--- src/rtl/ysyx_23060332_wbu_pkg.sv ---
// rtl/ysyx_23060332_wbu_pkg.sv - shared types and constants for the writeback unit
//
// Purpose : register-file bus widths, load funct3 encodings, WBU state
//           encoding and the latched load descriptor used by the top.
// Ports   : none (package).
package ysyx_23060332_wbu_pkg;

  localparam int XLEN = 32;  // RegDataBus width
  localparam int NREG = 32;  // architectural registers
  localparam int RA_W = 5;   // RegAddrBus width

  typedef logic [RA_W-1:0] reg_addr_t;
  typedef logic [XLEN-1:0] reg_data_t;

  localparam logic [2:0] F3_LB  = 3'b000;
  localparam logic [2:0] F3_LH  = 3'b001;
  localparam logic [2:0] F3_LW  = 3'b010;
  localparam logic [2:0] F3_LBU = 3'b100;
  localparam logic [2:0] F3_LHU = 3'b101;

  typedef enum logic [0:0] {
    WBU_IDLE      = 1'b0,
    WBU_WAIT_LOAD = 1'b1
  } wbu_state_t;

  // Everything about an accepted load that is needed once the LSU word arrives.
  typedef struct packed {
    reg_addr_t  rd;
    logic       wen;
    logic [2:0] funct3;
    logic [1:0] addr_lo;
  } load_info_t;

endpackage

--- src/rtl/ysyx_23060332_load_ext.sv ---
// rtl/ysyx_23060332_load_ext.sv - load lane select and sign/zero extension
//
// Purpose : picks the byte/halfword lane of an aligned 32-bit word and
//           extends it to XLEN according to the load funct3.
// Ports   : word    in  32  aligned word from the LSU
//           funct3  in  3   load type (LB/LH/LW/LBU/LHU, others act as LW)
//           addr_lo in  2   load address bits [1:0]
//           data    out 32  extended load result
module ysyx_23060332_load_ext
  import ysyx_23060332_wbu_pkg::*;
(
  input  reg_data_t  word,
  input  logic [2:0] funct3,
  input  logic [1:0] addr_lo,
  output reg_data_t  data
);

  logic [7:0]  byte_sel;
  logic [15:0] half_sel;

  always_comb begin
    case (addr_lo)
      2'd0:    byte_sel = word[7:0];
      2'd1:    byte_sel = word[15:8];
      2'd2:    byte_sel = word[23:16];
      default: byte_sel = word[31:24];
    endcase
  end

  // Halfword lane comes from addr_lo[1] only, so a misaligned LH silently
  // reads the lane it falls in; there is no fault path.
  assign half_sel = addr_lo[1] ? word[31:16] : word[15:0];

  always_comb begin
    case (funct3)
      F3_LB:   data = {{24{byte_sel[7]}}, byte_sel};
      F3_LBU:  data = {24'd0, byte_sel};
      F3_LH:   data = {{16{half_sel[15]}}, half_sel};
      F3_LHU:  data = {16'd0, half_sel};
      default: data = word;  // LW and undefined encodings
    endcase
  end

endmodule

--- src/rtl/ysyx_23060332_wbu.sv ---
// rtl/ysyx_23060332_wbu.sv - writeback unit with RAW scoreboard
//
// Purpose : sole driver of the register-file write port. Retires ALU results
//           from EXU directly and load results after the LSU word arrives,
//           and tracks pending destinations so IDU can stall on RAW hazards.
// Ports   : clk, rst                 clock, synchronous active-high reset
//           issue_valid/issue_rd     reserve a destination in the scoreboard
//           q_addr1/2 -> q_busy1/2   combinational busy query for rs1/rs2
//           exu_valid/exu_ready      EXU result handshake
//           exu_rd/wen/wdata/load/funct3/addr_lo  EXU result fields
//           lsu_valid/lsu_ready      LSU load-word handshake, lsu_rdata word
//           reg_wen/waddr/wdata      registered regfile write port
//           wb_done                  one-cycle pulse per retired instruction
module ysyx_23060332_wbu
  import ysyx_23060332_wbu_pkg::*;
(
  input  logic       clk,
  input  logic       rst,
  input  logic       issue_valid,
  input  reg_addr_t  issue_rd,
  input  reg_addr_t  q_addr1,
  output logic       q_busy1,
  input  reg_addr_t  q_addr2,
  output logic       q_busy2,
  input  logic       exu_valid,
  output logic       exu_ready,
  input  reg_addr_t  exu_rd,
  input  logic       exu_wen,
  input  reg_data_t  exu_wdata,
  input  logic       exu_load,
  input  logic [2:0] exu_funct3,
  input  logic [1:0] exu_addr_lo,
  input  logic       lsu_valid,
  output logic       lsu_ready,
  input  reg_data_t  lsu_rdata,
  output logic       reg_wen,
  output reg_addr_t  waddr,
  output reg_data_t  wdata,
  output logic       wb_done
);

  wbu_state_t state_q, state_d;
  load_info_t ld_q, ld_d;

  logic      retire;
  reg_addr_t ret_rd;
  logic      ret_wen;
  reg_data_t ret_data;
  reg_data_t ld_data;

  logic [NREG-1:0] busy_q, busy_d;

  assign exu_ready = (state_q == WBU_IDLE);
  assign lsu_ready = (state_q == WBU_WAIT_LOAD);

  ysyx_23060332_load_ext u_load_ext (
    .word    (lsu_rdata),
    .funct3  (ld_q.funct3),
    .addr_lo (ld_q.addr_lo),
    .data    (ld_data)
  );

  // Next state plus the retiring instruction's write fields.
  always_comb begin
    state_d  = state_q;
    ld_d     = ld_q;
    retire   = 1'b0;
    ret_rd   = exu_rd;
    ret_wen  = exu_wen;
    ret_data = exu_wdata;
    case (state_q)
      WBU_IDLE: begin
        if (exu_valid) begin
          if (exu_load) begin
            ld_d.rd      = exu_rd;
            ld_d.wen     = exu_wen;
            ld_d.funct3  = exu_funct3;
            ld_d.addr_lo = exu_addr_lo;
            state_d      = WBU_WAIT_LOAD;
          end else begin
            retire = 1'b1;
          end
        end
      end
      WBU_WAIT_LOAD: begin
        ret_rd   = ld_q.rd;
        ret_wen  = ld_q.wen;
        ret_data = ld_data;
        if (lsu_valid) begin
          retire  = 1'b1;
          state_d = WBU_IDLE;
        end
      end
      default: state_d = WBU_IDLE;
    endcase
  end

  always_ff @(posedge clk) begin
    if (rst) begin
      state_q <= WBU_IDLE;
      ld_q    <= '0;
      reg_wen <= 1'b0;
      waddr   <= '0;
      wdata   <= '0;
      wb_done <= 1'b0;
    end else begin
      state_q <= state_d;
      ld_q    <= ld_d;
      reg_wen <= retire & ret_wen & (ret_rd != '0);
      wb_done <= retire;
      if (retire) begin
        waddr <= ret_rd;
        wdata <= ret_data;
      end
    end
  end

  // Clear comes from the registered write port so the busy bit drops on the
  // same edge the regfile takes the value; a reservation in that same cycle
  // is applied last and therefore wins. Bit 0 is forced low so x0 never stalls.
  always_comb begin
    busy_d = busy_q;
    if (reg_wen) busy_d[waddr] = 1'b0;
    if (issue_valid && (issue_rd != '0)) busy_d[issue_rd] = 1'b1;
    busy_d[0] = 1'b0;
  end

  always_ff @(posedge clk) begin
    if (rst) busy_q <= '0;
    else     busy_q <= busy_d;
  end

  assign q_busy1 = busy_q[q_addr1];
  assign q_busy2 = busy_q[q_addr2];

endmodule
--- config.mk ---
export PLATFORM = sky130hd
export DESIGN_NAME = ysyx_23060332_wbu
export DESIGN_NICKNAME = d
export VERILOG_FILES = /design/src/rtl/ysyx_23060332_wbu_pkg.sv /design/src/rtl/ysyx_23060332_load_ext.sv /design/src/rtl/ysyx_23060332_wbu.sv
export SDC_FILE = /design/constraint.sdc
export NUM_CORES = 1
export LEC_CHECK = 0
export CELL_PAD_IN_SITES_DETAIL_PLACEMENT = 1
export CELL_PAD_IN_SITES_GLOBAL_PLACEMENT = 2
export CORE_MARGIN = 5
export CORE_UTILIZATION = 30
export CTS_CLUSTER_DIAMETER = 40
export DETAILED_ROUTE_END_ITERATION = 10
export PLACE_DENSITY = 0.84
export SLEW_MARGIN = 10
export SYNTH_ARGS = -nofsm -noshare
export SYNTH_HDL_FRONTEND = slang
export SYNTH_HIERARCHICAL = 1
export SYNTH_SLANG_ARGS = --single-unit
--- constraint.sdc ---
create_clock -name clk -period 4.1 [get_ports clk]
set_input_delay 0.41 -clock clk [delete_from_list [all_inputs] [get_ports clk]]
set_output_delay 0.41 -clock clk [all_outputs]
set_load 0.02 [all_outputs]
# ---- Yosys cells after proc, flatten, opt, wreduce, memory -nomap -nowiden
# Cells that the tools add are included.
dict set report classes {
  magnitude_cmp 6
  eq_ne 5
  n_mux 24
  bitwise 6
  n_reduce_logical 8
}
# operator count
set op_table {}
lappend op_table {{$pmux W32 S4} 1}
lappend op_table {{$mux W32} 3}
lappend op_table {{$and A32 B32 Y32} 1}
lappend op_table {{$not A32 Y32} 1}
lappend op_table {{$or A32 B32 Y32} 1}
lappend op_table {{$lt A5 B6 Y1 const B} 4}
lappend op_table {{$pmux W8 S3} 1}
lappend op_table {{$mux W16} 1}
lappend op_table {{$mux W1} 11}
lappend op_table {{$bmux W1 S5} 2}
lappend op_table {{$demux W1 S5} 2}
lappend op_table {{$ge A5 B1 Y1 const B} 2}
lappend op_table {{$reduce_bool A5 Y1} 2}
lappend op_table {{$eq A3 B3 Y1 const B} 2}
lappend op_table {{$mux W5} 1}
lappend op_table {{$pmux W1 S2} 2}
lappend op_table {{$eq A3 B1 Y1 const B} 1}
lappend op_table {{$logic_and A1 B1 Y1} 3}
lappend op_table {{$logic_not A3 Y1} 1}
lappend op_table {{$reduce_and A3 Y1} 1}
lappend op_table {{$and A1 B1 Y1} 2}
lappend op_table {{$eq A2 B1 Y1 const B} 1}
lappend op_table {{$eq A2 B2 Y1 const B} 1}
lappend op_table {{$logic_not A2 Y1} 1}
lappend op_table {{$not A1 Y1} 1}
dict set report totals {
  ff_bits 83
  in_bits 96
  output_inout_bits 43
  elab_cells 60
}

# ---- Longest topological paths before layout
# Gate-level depths: netlist (run 1).
dict set report logic_depth {
  word_depth 9
  depth_mapped 7
  ltp_nobuf 5
}

# ---- By module
# Netlist (run 1), hierarchy kept.
# mod n_inst cells_each area_per_inst_um2 seq_area_each_um2
set by_module_without_submodules {}
lappend by_module_without_submodules {ysyx_23060332_wbu 1 449 4002.6 1641.6}
lappend by_module_without_submodules {ysyx_23060332_load_ext 1 133 969.7 0.0}

# ---- Least setup slack after synthesis (run 1)
# Ideal clock, no wire load.
dict set report synth_timing {
  path_kind {input port to output port}
  start {in q_addr1[0]}
  end {out q_busy1}
  arrival_time_ps 1546
  t_required_ps 3690
  setup_slack_ps 2144
  cell_stages 5
  n_path_buf 1
  path_cell_list {buf_2 > mux4_2 > nand2b_1 > o211ai_1 > nand4_1}
}
dict set report synth_via {
  elab_chain_cells 2
}
# item line_no
set synth_rtl {}
lappend synth_rtl {{start, declared} ysyx_23060332_wbu.sv:21} ;# input reg_addr_t q_addr1,
lappend synth_rtl {{$bmux W1 S5} ysyx_23060332_wbu.sv:133} ;# assign q_busy1 = busy_q[q_addr1];
lappend synth_rtl {{$mux W1 (implied by the code)} ysyx_23060332_wbu.sv:133}
lappend synth_rtl {{end, declared} ysyx_23060332_wbu.sv:22} ;# output logic q_busy1,
# No other way between the ends. The select of a mux whose other input is x is not followed.

# ---- Worst setup path after layout (run 1)
dict set report layout_timing {
  start {in q_addr2[0]}
  end {out q_busy2}
}
dict set report layout_via {
  elab_chain_cells 2
}
# item line_no
set layout_rtl {}
lappend layout_rtl {{start, declared} ysyx_23060332_wbu.sv:23} ;# input reg_addr_t q_addr2,
lappend layout_rtl {{$bmux W1 S5} ysyx_23060332_wbu.sv:134} ;# assign q_busy2 = busy_q[q_addr2];
lappend layout_rtl {{$mux W1 (implied by the code)} ysyx_23060332_wbu.sv:134}
lappend layout_rtl {{end, declared} ysyx_23060332_wbu.sv:24} ;# output logic q_busy2,
# No other way between the ends. The select of a mux whose other input is x is not followed.

==> results.sh, run 1 <==
export IMPL_outcome="finished, final reports clean"
export IMPL_place_detailed_hpwl_mm=13.8
export IMPL_syn_to_final_growth_pct=35.3
export IMPL_post_drt_via_cell_ratio=5.38
export IMPL_grt_pass1_vias=5300
export IMPL_die_w_um=139
export IMPL_cap_violations=0
export IMPL_required_ps=3690
export IMPL_synth_mux_area_share_pct=20.7
export IMPL_layoutNonFillerInstCount=914
export IMPL_maxSlewViolCount=0
export IMPL_slew_limit_headroom_pct=30.4
export IMPL_yosys_warnings=6
export IMPL_synth_seq_cells=82
export IMPL_antenna_found_initial=2
export IMPL_synth_top_area_cell="dfxtp_1"
export IMPL_yosys_cell_types_count=46
export IMPL_initial_utilization_pct=30.3
export IMPL_setup_viol=0
export IMPL_postSynthAreaPerCell_sq_um=8.54
export IMPL_core_rowCount=47
export IMPL_first_pass_iters=4
export IMPL_post_synth_top_count_cell="nor2_1"
export IMPL_die_area_sq_mm=0.0192
export IMPL_seq_area_frac_synth_pct=33.0
export IMPL_min_from="ld_q[5]$_SDFFE_PP0P_"
export IMPL_postCtsResizedCells=0
export IMPL_pwr_share_clk_pct=38.1
export IMPL_synthSimpleGateAreaFrac_pct=17.0
export IMPL_tightest_slew_ps=1040
export IMPL_p_per_area_mw_per_mm2=346
export IMPL_synth_xor_area_share_pct=0
export IMPL_synth_fa_ha_area_share_pct=0
export IMPL_track_usage_pct=18.4
export IMPL_p_switching_mw=0.664
export IMPL_grt_pass1_wl_mm=28.8
export IMPL_vias=4917
export IMPL_cts_clk_slew_worst_paths_ps=60
export IMPL_p_leak_nw=2.37
export IMPL_power_frac_comb_pct=23.8
export IMPL_startpoint="q_addr2[0]"
export IMPL_synth_top_family_by_area="compound AO/OA/AOI/OAI gates"
export IMPL_async_flop_share_pct=0
export IMPL_pre_cts_slack_ps=1060
export IMPL_ioPinCount=139
export IMPL_nNetsFinal=784
export IMPL_cts_sinks=82
export IMPL_setup_ws_ps=1060
export IMPL_die_y_um=139
export IMPL_synth_area_sq_mm=0.00497
export IMPL_dpl_cell_count=897
export IMPL_gp_congestion=0.853
export IMPL_path_max_fanout=7
export IMPL_overflow=0
export IMPL_post_drt_wl_per_cell_um=19.8
export IMPL_synth_top_area_share_pct=33.0
export IMPL_synth_top_cells_by_count="83 x nor2_1, 82 x dfxtp_1, 68 x mux2i_1"
export IMPL_fin_tns_setup_ps=0
export IMPL_syn_inst=582
export IMPL_worstSetupPathType="input pin to output pin"
export IMPL_clockBufferDepth=2
export IMPL_min_period_over_period_pct=74.1
export IMPL_io_buffers=138
export IMPL_max_freq_ghz=0.329
export IMPL_final_layout_size_suffix_gt1_share_pct=6.20
export IMPL_rsz0062_at_grt="no"
export IMPL_post_cts_buffers=0
export IMPL_start_kind="input pin"
export IMPL_switching_share_pct=28.5
export IMPL_end_kind="output pin"
export IMPL_cts_made_buffers=9
export IMPL_synth_compound_area_share_pct=22.6
export IMPL_hp_class="register to register"
export IMPL_cts_hold_buf=0
export IMPL_synthTopCellsByArea="dfxtp_1 33%, mux2i_1 14%, nor2_1 6.3%"
export IMPL_coreArea_sq_mm=0.0164
export IMPL_routed_wl_mm=18.1
export IMPL_r2r_start="ld_q[3]$_SDFFE_PP0P_"
export IMPL_seqPwrFrac_pct=38.1
export IMPL_cts_tree="yes"
export IMPL_crit_arrival_ps=2630
export IMPL_clock_skew_final_ps=12.5
export IMPL_grt_max_degree=55
export IMPL_syn_nets=678
export IMPL_intPower_mw=1.66
export IMPL_ys_flop_type="dfxtp_1"
export IMPL_cts_max_level=3
export IMPL_clk_latency_ps=340
export IMPL_drc_errors=0
export IMPL_synth_edf_count=0
export IMPL_drt_initial_drc_count=273
export IMPL_final_hold_violation_count=0
export IMPL_cts_root_buf="clkbuf_16"
export IMPL_fillers=1871
export IMPL_max_vdd_ir_drop_uv=207
export IMPL_finish_utilization_pct=41.0
export IMPL_finalCriticalPeriod_ps=3040
export IMPL_ant_nets=0
sequential cells by signal (all words and copies together) (netlist names):
signal / cells
wdata: 32
lsu_ready: 1
ld_q: 11
wb_done: 1
waddr: 5
reg_wen: 1
busy_q: 31
metrics by stage:
step / hold slack [ps] / area (sq um) / power (mW)
3_3_place_gp: 483 / 6390 / 1.45
6_report: 504 / 6730 / 2.33
2_1_floorplan: 460 / 4970 / 1.21
3_5_place_dp: 498 / 6390 / 1.46
5_1_grt: 520 / 6730 / 2.44
4_1_cts: 507 / 6720 / 2.36
worst max-delay path, cell delays in order:
cell	delay, ps
clkdlybuf4s50_1	670
mux4_2	540
nand2b_1	160
o211ai_1	150
nand4_1	140
clkdlybuf4s50_1	560
cells by family (layout without fill, tap and decap cells):
| kind of cell | count (synthesis) | count (layout) |
|---|---|---|
| simple gates | 184 | 184 |
| compound gates | 171 | 171 |
| mux | 83 | 83 |
| flops | 82 | 82 |
| buf+inv | 62 | 173 |
| other cells | 0 | 1 |
path summary, 6_finish.rpt:
check / end / slack [ps] / depth (start not counted)
hold reg to reg: reg_wen$_SDFF_PP0_ / 500 / 2
setup reg to reg: wdata[2]$_SDFFE_PP0P_ / 1670 / 5
hold / removal: reg_wen$_SDFF_PP0_ / 500 / 2
setup / recovery: q_busy2 / 1060 / 6
metal layers:
metal	vias to the layer above	part of all wire (%)	GRT usage (%)
met5	-	0.061	0
met4	2	1.8	5.56
met3	17	6.7	5.31
met2	154	49	31.5
met1	2384	42	22.6
li1	2360	-	-
placed cells by master, fill, tap and decap left out, types with 3 or more instances in the layout:
| cell | Yosys | layout |
|---|---|---|
| clkdlybuf4s50_1 | 0 | 137 |
| and3b_1 | 3 | 3 |
| nand2_1 | 45 | 45 |
| nor3b_1 | 4 | 4 |
| mux4_1 | 7 | 7 |
| dfxtp_1 | 82 | 81 |
| clkbuf_16 | 0 | 9 |
| nand3_1 | 11 | 11 |
| buf_4 | 4 | 6 |
| o221ai_2 | 4 | 4 |
| inv_1 | 11 | 11 |
| mux2i_1 | 68 | 68 |
| o211ai_1 | 4 | 4 |
| o221ai_1 | 3 | 3 |
| a21oi_1 | 53 | 53 |
| nor2b_1 | 14 | 14 |
| a22oi_1 | 4 | 4 |
| a211oi_1 | 37 | 37 |
| nor2_1 | 83 | 83 |
| nand2b_1 | 7 | 7 |
| nand3b_1 | 5 | 5 |
| mux4_2 | 6 | 6 |
| a311oi_1 | 7 | 7 |
| o22ai_1 | 16 | 16 |
| o21ai_0 | 32 | 32 |
cell type report:
type / instances / area [sq um] / share of cell area (%)
Clock inverter: 5 / 85.1 / 1.27
Antenna cell: 1 / 2.50 / 0.0372
Inverter: 13 / 48.8 / 0.726
Clock buffer: 11 / 243 / 3.61
Sequential cell: 82 / 1640 / 24.4
Tap cell: 220 / 275 / 4.09
Timing Repair Buffer: 144 / 1420 / 21.1
Multi-Input combinational cell: 438 / 3010 / 44.7
power by group through the flow:
stage          logic, mW  registers [mW]  clock network, mW
2_1_floorplan      0.289           0.922                  0
3_3_place_gp       0.543           0.903                  0
3_5_place_dp       0.557           0.905                  0
4_1_cts            0.559           0.887              0.915
5_1_grt            0.599           0.893              0.946
6_report           0.554           0.887              0.887
Note: power is estimated with default switching activity, not from simulation.
==> inputs of run 2 (changes only) <==
--- a/config.mk
+++ b/config.mk
@@ -8,10 +8,10 @@
 export CELL_PAD_IN_SITES_DETAIL_PLACEMENT = 1
 export CELL_PAD_IN_SITES_GLOBAL_PLACEMENT = 2
 export CORE_MARGIN = 5
-export CORE_UTILIZATION = 30
+export CORE_UTILIZATION = 25
 export CTS_CLUSTER_DIAMETER = 40
 export DETAILED_ROUTE_END_ITERATION = 10
-export PLACE_DENSITY = 0.84
+export PLACE_DENSITY = 0.75
 export SLEW_MARGIN = 10
 export SYNTH_ARGS = -nofsm -noshare
 export SYNTH_HDL_FRONTEND = slang
==> constraint.sdc (replaced) <==
create_clock -name clk -period 2.6 [get_ports clk]
set_input_delay 0.26 -clock clk [delete_from_list [all_inputs] [get_ports clk]]
set_output_delay 0.26 -clock clk [all_outputs]
set_load 0.02 [all_outputs]
==> results.sh, run 2 (synthesis results as in run 1) <==
export IMPL_antenna_cells=0
export IMPL_gp_congestion=0.883
export IMPL_routed_wl_mm=18.6
export IMPL_grt_max_degree=55
export IMPL_postCtsResizedCells=2
export IMPL_final_common_cell="clkdlybuf4s50_1"
export IMPL_outcome="finished, final reports clean"
export IMPL_hp_class="input pin to register"
export IMPL_startpoint="q_addr2[1]"
export IMPL_clock_skew_final_ps=7.62
export IMPL_r2r_slack_ps=510
export IMPL_crit_end="q_busy2"
export IMPL_cts_made_buffers=9
export IMPL_initial_utilization_pct=25.5
export IMPL_stdcell_area_sq_mm=0.00687
export IMPL_syn_to_final_growth_pct=38.1
export IMPL_rsz0062_at_grt="no"
export IMPL_first_pass_iters=4
export IMPL_cts_clk_slew_worst_paths_ps=60
export IMPL_grt_pass1_wl_mm=29.3
export IMPL_cts_hold_buf=0
export IMPL_crit_path_cell_trace="clkdlybuf4s50_1, buf_4, nor2b_1, a22oi_1, nand3_1, nand4_1, clkdlybuf4s50_1"
export IMPL_cts_root_buf="clkbuf_16"
export IMPL_min_period_over_period_pct=93.2
export IMPL_io_buffers=138
export IMPL_top_usage_layer="met2"
export IMPL_die_area_sq_mm=0.0228
export IMPL_regMostFlops="wdata"
export IMPL_grt_use_met2_pct=26.7
export IMPL_core_rowCount=51
export IMPL_ioPinCount=139
export IMPL_critPathMaxStageDelay_ps=610
export IMPL_overflow=0
export IMPL_antenna_found_initial=3
export IMPL_place_detailed_hpwl_mm=14.5
export IMPL_cp_buffers_inverters=3
export IMPL_ff_latch_area_sq_mm=0.00164
export IMPL_path_max_fanout=7
export IMPL_hold_slack_ps=390
export IMPL_critical_path_top_delay_family="buffers and inverters"
export IMPL_p_leak_nw=2.43
export IMPL_post_drt_wl_per_cell_um=19.1
export IMPL_use_met1_pct=21.0
export IMPL_multiInputGateArea_sq_mm=0.00301
export IMPL_coreArea_sq_mm=0.0195
export IMPL_drc_errors=0
export IMPL_finalCriticalPeriod_ps=2420
export IMPL_setup_viol=0
export IMPL_critical_path_depth=7
export IMPL_post_cts_buffers=0
export IMPL_largest_register_ffs=32
export IMPL_cp_common_cell="clkdlybuf4s50_1"
export IMPL_max_freq_ghz=0.413
export IMPL_post_drt_via_cell_ratio=5.05
export IMPL_reg_top3="wdata x32, busy_q x31, ld_q x11"
export IMPL_final_layout_size_suffix_gt1_share_pct=8.07
export IMPL_worstSetupPathType="input pin to output pin"
export IMPL_required_ps=2340
export IMPL_cts_max_level=3
export IMPL_clk_latency_ps=340
export IMPL_cp_slowest_cell="clkdlybuf4s50_1"
export IMPL_tightest_slew_ps=721
export IMPL_holdPathStages=2
export IMPL_start_kind="input pin"
export IMPL_drt_initial_drc_count=252
export IMPL_cts_sinks=82
export IMPL_track_usage_pct=16.4
export IMPL_die_w_um=151
export IMPL_vias=4904
export IMPL_p_per_area_mw_per_mm2=511
export IMPL_maxSlewViolCount=0
export IMPL_grt_pass1_vias=5314
export IMPL_use_met3_pct=4.79
export IMPL_r2r_start="ld_q[1]$_SDFFE_PP0P_"
export IMPL_cap_violations=0
export IMPL_mostFrequentLayoutCells="135 x clkdlybuf4s50_1, 83 x nor2_1, 81 x dfxtp_1, 68 x mux2i_1, 53 x a21oi_1"
export IMPL_nNetsFinal=799
export IMPL_final_hold_violation_count=0
export IMPL_die_y_um=151
export IMPL_fillers=2309
export IMPL_max_vdd_ir_drop_uv=319
export IMPL_crit_arrival_ps=2160
export IMPL_reg2reg_depth=6
export IMPL_cts_tree="yes"
export IMPL_placed_area_sq_mm=0.00660
export IMPL_clockBufferDepth=2
export IMPL_end_kind="output pin"
export IMPL_slew_limit_headroom_pct=51.8
export IMPL_r2r_end="wdata[2]$_SDFFE_PP0P_"
export IMPL_ant_nets=0
-- run 2: cell types whose count changed in the layout (fill, tap and decap cells not counted), sizes merged --
cell / before / now
clkbuf: 11 / 10
buf: 7 / 22
clkinvlp: 1 / 2
clkdlybuf4s50: 137 / 135
dlygate4sd2: 0 / 2
diode: 1 / 0
bufinv: 2 / 0
-- run 2: worst min path at each step --
stage	slack [ps]	startpoint	to
2_1_floorplan	400	exu_addr_lo[0]	ld_q[0]$_SDFFE_PP0P_
3_3_place_gp	480	ld_q[5]$_SDFFE_PP0P_	ld_q[5]$_SDFFE_PP0P_
3_5_place_dp	490	busy_q[22]$_SDFF_PP0_	busy_q[22]$_SDFF_PP0_
4_1_cts	380	rst	ld_q[3]$_SDFFE_PP0P_
5_1_grt	410	rst	ld_q[3]$_SDFFE_PP0P_
6_report	390	rst	ld_q[7]$_SDFFE_PP0P_
-- run 2: layout make-up --
class | count | share of cell area, %
Clock buffer | 10 | 3.48
Timing Repair Buffer | 159 | 22.8
Sequential cell | 82 | 23.9
Clock inverter | 4 | 0.419
Inverter | 13 | 0.711
Tap cell | 265 | 4.83
Multi-Input combinational cell | 438 | 43.8
-- run 2: metrics by stage --
stage	TNS (ps)	total power, mW	worst slack [ps]	cells	utilization [%]
after detailed placement	-41.2	2.34	-41.2	957	33.8
after CTS	0	3.56	168	971	35.2
after floorplan	0	1.91	944	582	-
after global placement	0	2.32	27.6	957	33.8
final	0	3.51	178	971	35.2
after global routing	0	3.68	73.9	971	35.2
-- run 2: report_power, final --
part	switching, mW	internal, mW
clock network	0.535	0.664
registers	0.0691	1.33
logic	0.462	0.450
total	1.07	2.44
-- run 2: metal layers --
layer  up-vias  part of all wire (%)  wire length (um)
met1      2348                    45              8330
li1       2391                     -                 -
met2       133                    47              8680
met5         -                  0.21                39
met3        26                   6.4              1200
met4         6                   1.8               343
==> inputs of run 3 (changes only) <==
--- a/config.mk
+++ b/config.mk
@@ -8,10 +8,11 @@
 export CELL_PAD_IN_SITES_DETAIL_PLACEMENT = 1
 export CELL_PAD_IN_SITES_GLOBAL_PLACEMENT = 2
 export CORE_MARGIN = 5
-export CORE_UTILIZATION = 25
+export CORE_UTILIZATION = 33
 export CTS_CLUSTER_DIAMETER = 40
 export DETAILED_ROUTE_END_ITERATION = 10
-export PLACE_DENSITY = 0.75
+export DONT_BUFFER_PORTS = 1
+export PLACE_DENSITY_LB_ADDON = 0.1
 export SLEW_MARGIN = 10
 export SYNTH_ARGS = -nofsm -noshare
 export SYNTH_HDL_FRONTEND = slang
==> results.sh, run 3 (synthesis results as in run 1) <==
export IMPL_outcome="finished, final reports clean"
export IMPL_r2r_slack_ps=510
export IMPL_clock_skew_final_ps=4.64
export IMPL_final_common_cell="nor2_1"
export IMPL_mostFrequentLayoutCells="83 x nor2_1, 81 x dfxtp_1, 68 x mux2i_1, 53 x a21oi_1, 45 x nand2_1"
export IMPL_maxSlewViolCount=0
export IMPL_pwr_share_clk_pct=37.7
export IMPL_first_pass_iters=4
export IMPL_finalCriticalPeriod_ps=2090
export IMPL_p_switching_mw=0.960
export IMPL_min_period_over_period_pct=80.4
export IMPL_overflow=0
export IMPL_coreArea_sq_mm=0.0146
export IMPL_fin_tns_setup_ps=0
export IMPL_io_buffers=0
export IMPL_final_hold_violation_count=0
export IMPL_cap_violations=0
export IMPL_grt_pass1_wl_mm=26.7
export IMPL_ant_nets=0
export IMPL_crit_end="wdata[13]$_SDFFE_PP0P_"
export IMPL_reg_top3="wdata x32, busy_q x31, ld_q x11"
export IMPL_cts_sinks=82
export IMPL_ioPinCount=139
export IMPL_setup_viol=0
export IMPL_drt_initial_drc_count=164
export IMPL_drc_errors=0
export IMPL_p_leak_nw=1.86
export IMPL_path_max_fanout=15
export IMPL_grt_max_degree=80
export IMPL_pre_cts_slack_ps=540
export IMPL_setup_ws_ps=509
export IMPL_regMostFlops="wdata"
export IMPL_track_usage_pct=19.4
export IMPL_power_mw=3.18
export IMPL_max_freq_ghz=0.478
export IMPL_r2r_start="ld_q[1]$_SDFFE_PP0P_"
export IMPL_largest_register_ffs=32
export IMPL_place_detailed_hpwl_mm=12.7
export IMPL_cts_clk_slew_worst_paths_ps=60
export IMPL_gp_congestion=0.841
export IMPL_p_per_area_mw_per_mm2=599
export IMPL_fillers=1709
export IMPL_vias=4345
export IMPL_nNetsFinal=653
export IMPL_startpoint="ld_q[1]$_SDFFE_PP0P_"
export IMPL_cts_root_buf="clkbuf_16"
export IMPL_switching_share_pct=30.2
export IMPL_die_y_um=133
export IMPL_core_rowCount=44
export IMPL_required_ps=2850
export IMPL_power_frac_comb_pct=16.5
export IMPL_layoutNonFillerInstCount=746
export IMPL_die_w_um=133
export IMPL_finish_utilization_pct=36.3
export IMPL_worstSetupPathType="register to register"
export IMPL_clk_latency_ps=340
export IMPL_routed_wl_mm=17.2
export IMPL_initial_utilization_pct=34.0
export IMPL_crit_arrival_ps=2350
export IMPL_end_kind="register"
export IMPL_tightest_slew_ps=833
export IMPL_final_layout_size_suffix_gt1_share_pct=8.01
export IMPL_dpl_cell_count=728
export IMPL_cts_max_level=3
export IMPL_clockBufferDepth=2
export IMPL_grt_pass1_vias=4361
export IMPL_slew_limit_headroom_pct=44.3
export IMPL_antenna_cells=0
export IMPL_hp_class="input pin to register"
export IMPL_die_area_sq_mm=0.0176
export IMPL_reg2reg_depth=6
export IMPL_seqPwrFrac_pct=45.8
export IMPL_post_cts_buffers=0
export IMPL_cts_made_buffers=9
export IMPL_cts_tree="yes"
export IMPL_syn_to_final_growth_pct=6.89
export IMPL_intPower_mw=2.22
export IMPL_rsz0062_at_grt="no"
export IMPL_max_vdd_ir_drop_uv=384
export IMPL_r2r_end="wdata[13]$_SDFFE_PP0P_"
export IMPL_post_drt_wl_per_cell_um=23.0
export IMPL_antenna_found_initial=0
export IMPL_start_kind="register"
export IMPL_post_drt_via_cell_ratio=5.82
-- run 3: cell types whose count changed in the layout (fill, tap and decap cells not counted), moves of 2 or more --
cell,previous run,this run
clkbuf_1,0,4
dlygate4sd2_1,2,0
buf_12,3,0
clkdlybuf4s50_1,135,0
buf_4,18,11
-- run 3: how the worst min path moves through the flow --
stage	to	cells after the start	slack [ps]	from
5_1_grt	ld_q[7]$_SDFFE_PP0P_	2	60	exu_rd[1]
3_3_place_gp	lsu_ready$_SDFF_PP0_	1	330	rst
3_5_place_dp	lsu_ready$_SDFF_PP0_	1	330	rst
6_report	ld_q[6]$_SDFFE_PP0P_	2	70	exu_rd[0]
2_1_floorplan	ld_q[0]$_SDFFE_PP0P_	2	400	exu_addr_lo[0]
4_1_cts	ld_q[6]$_SDFFE_PP0P_	2	50	exu_rd[0]
-- run 3: through the flow --
step	instance area, sq um	hold slack (ps)
floorplan	4970	404
global placement	5010	334
detailed placement	5010	335
CTS	5320	53.8
global route	5320	59.9
finish	5320	65.5
-- run 3: layer usage --
metal	vias up	global-route usage, %	routed length [um]	part of all wire [%]
met5	-	0	0	0
met4	0	5.60	214	1.2
met3	19	6.87	1690	9.9
met2	159	26.6	7090	41
met1	2077	28.3	8170	48
li1	2090	-	-	-
-- run 3: power groups by stage --
stage | clock (mW) | combinational [mW] | sequential [mW]
after floorplan | 0 | 0.456 | 1.45
after global placement | 0 | 0.487 | 1.49
after detailed placement | 0 | 0.498 | 1.49
after CTS | 1.24 | 0.527 | 1.46
after global routing | 1.30 | 0.579 | 1.47
final | 1.20 | 0.524 | 1.46
-- run 3: critical path, cell delays in order, from the launching register on --
cell	delay, ps
dfxtp_1	390
buf_4	240
nor2b_1	560
a21oi_1	150
o221ai_1	310
mux2i_1	120
a211oi_1	230
-- run 3: final cells by class --
| class | count | area [sq um] | share of cell area [%] |
|---|---|---|---|
| multi-input combinational | 438 | 3010 | 56.6 |
| sequential | 82 | 1640 | 30.9 |
| clock buffer | 14 | 254 | 4.78 |
| tap | 184 | 230 | 4.33 |
| timing repair buffer | 13 | 120 | 2.26 |
| inverter | 13 | 48.8 | 0.918 |
| clock inverter | 2 | 12.5 | 0.235 |
-- run 3: timing repair --
| item | in CTS | in global routing |
|---|---|---|
| endpoints found under the hold margin | 79 | 0 |
| resized for setup | 0 | 0 |
| hold buffers | 2 | 0 |
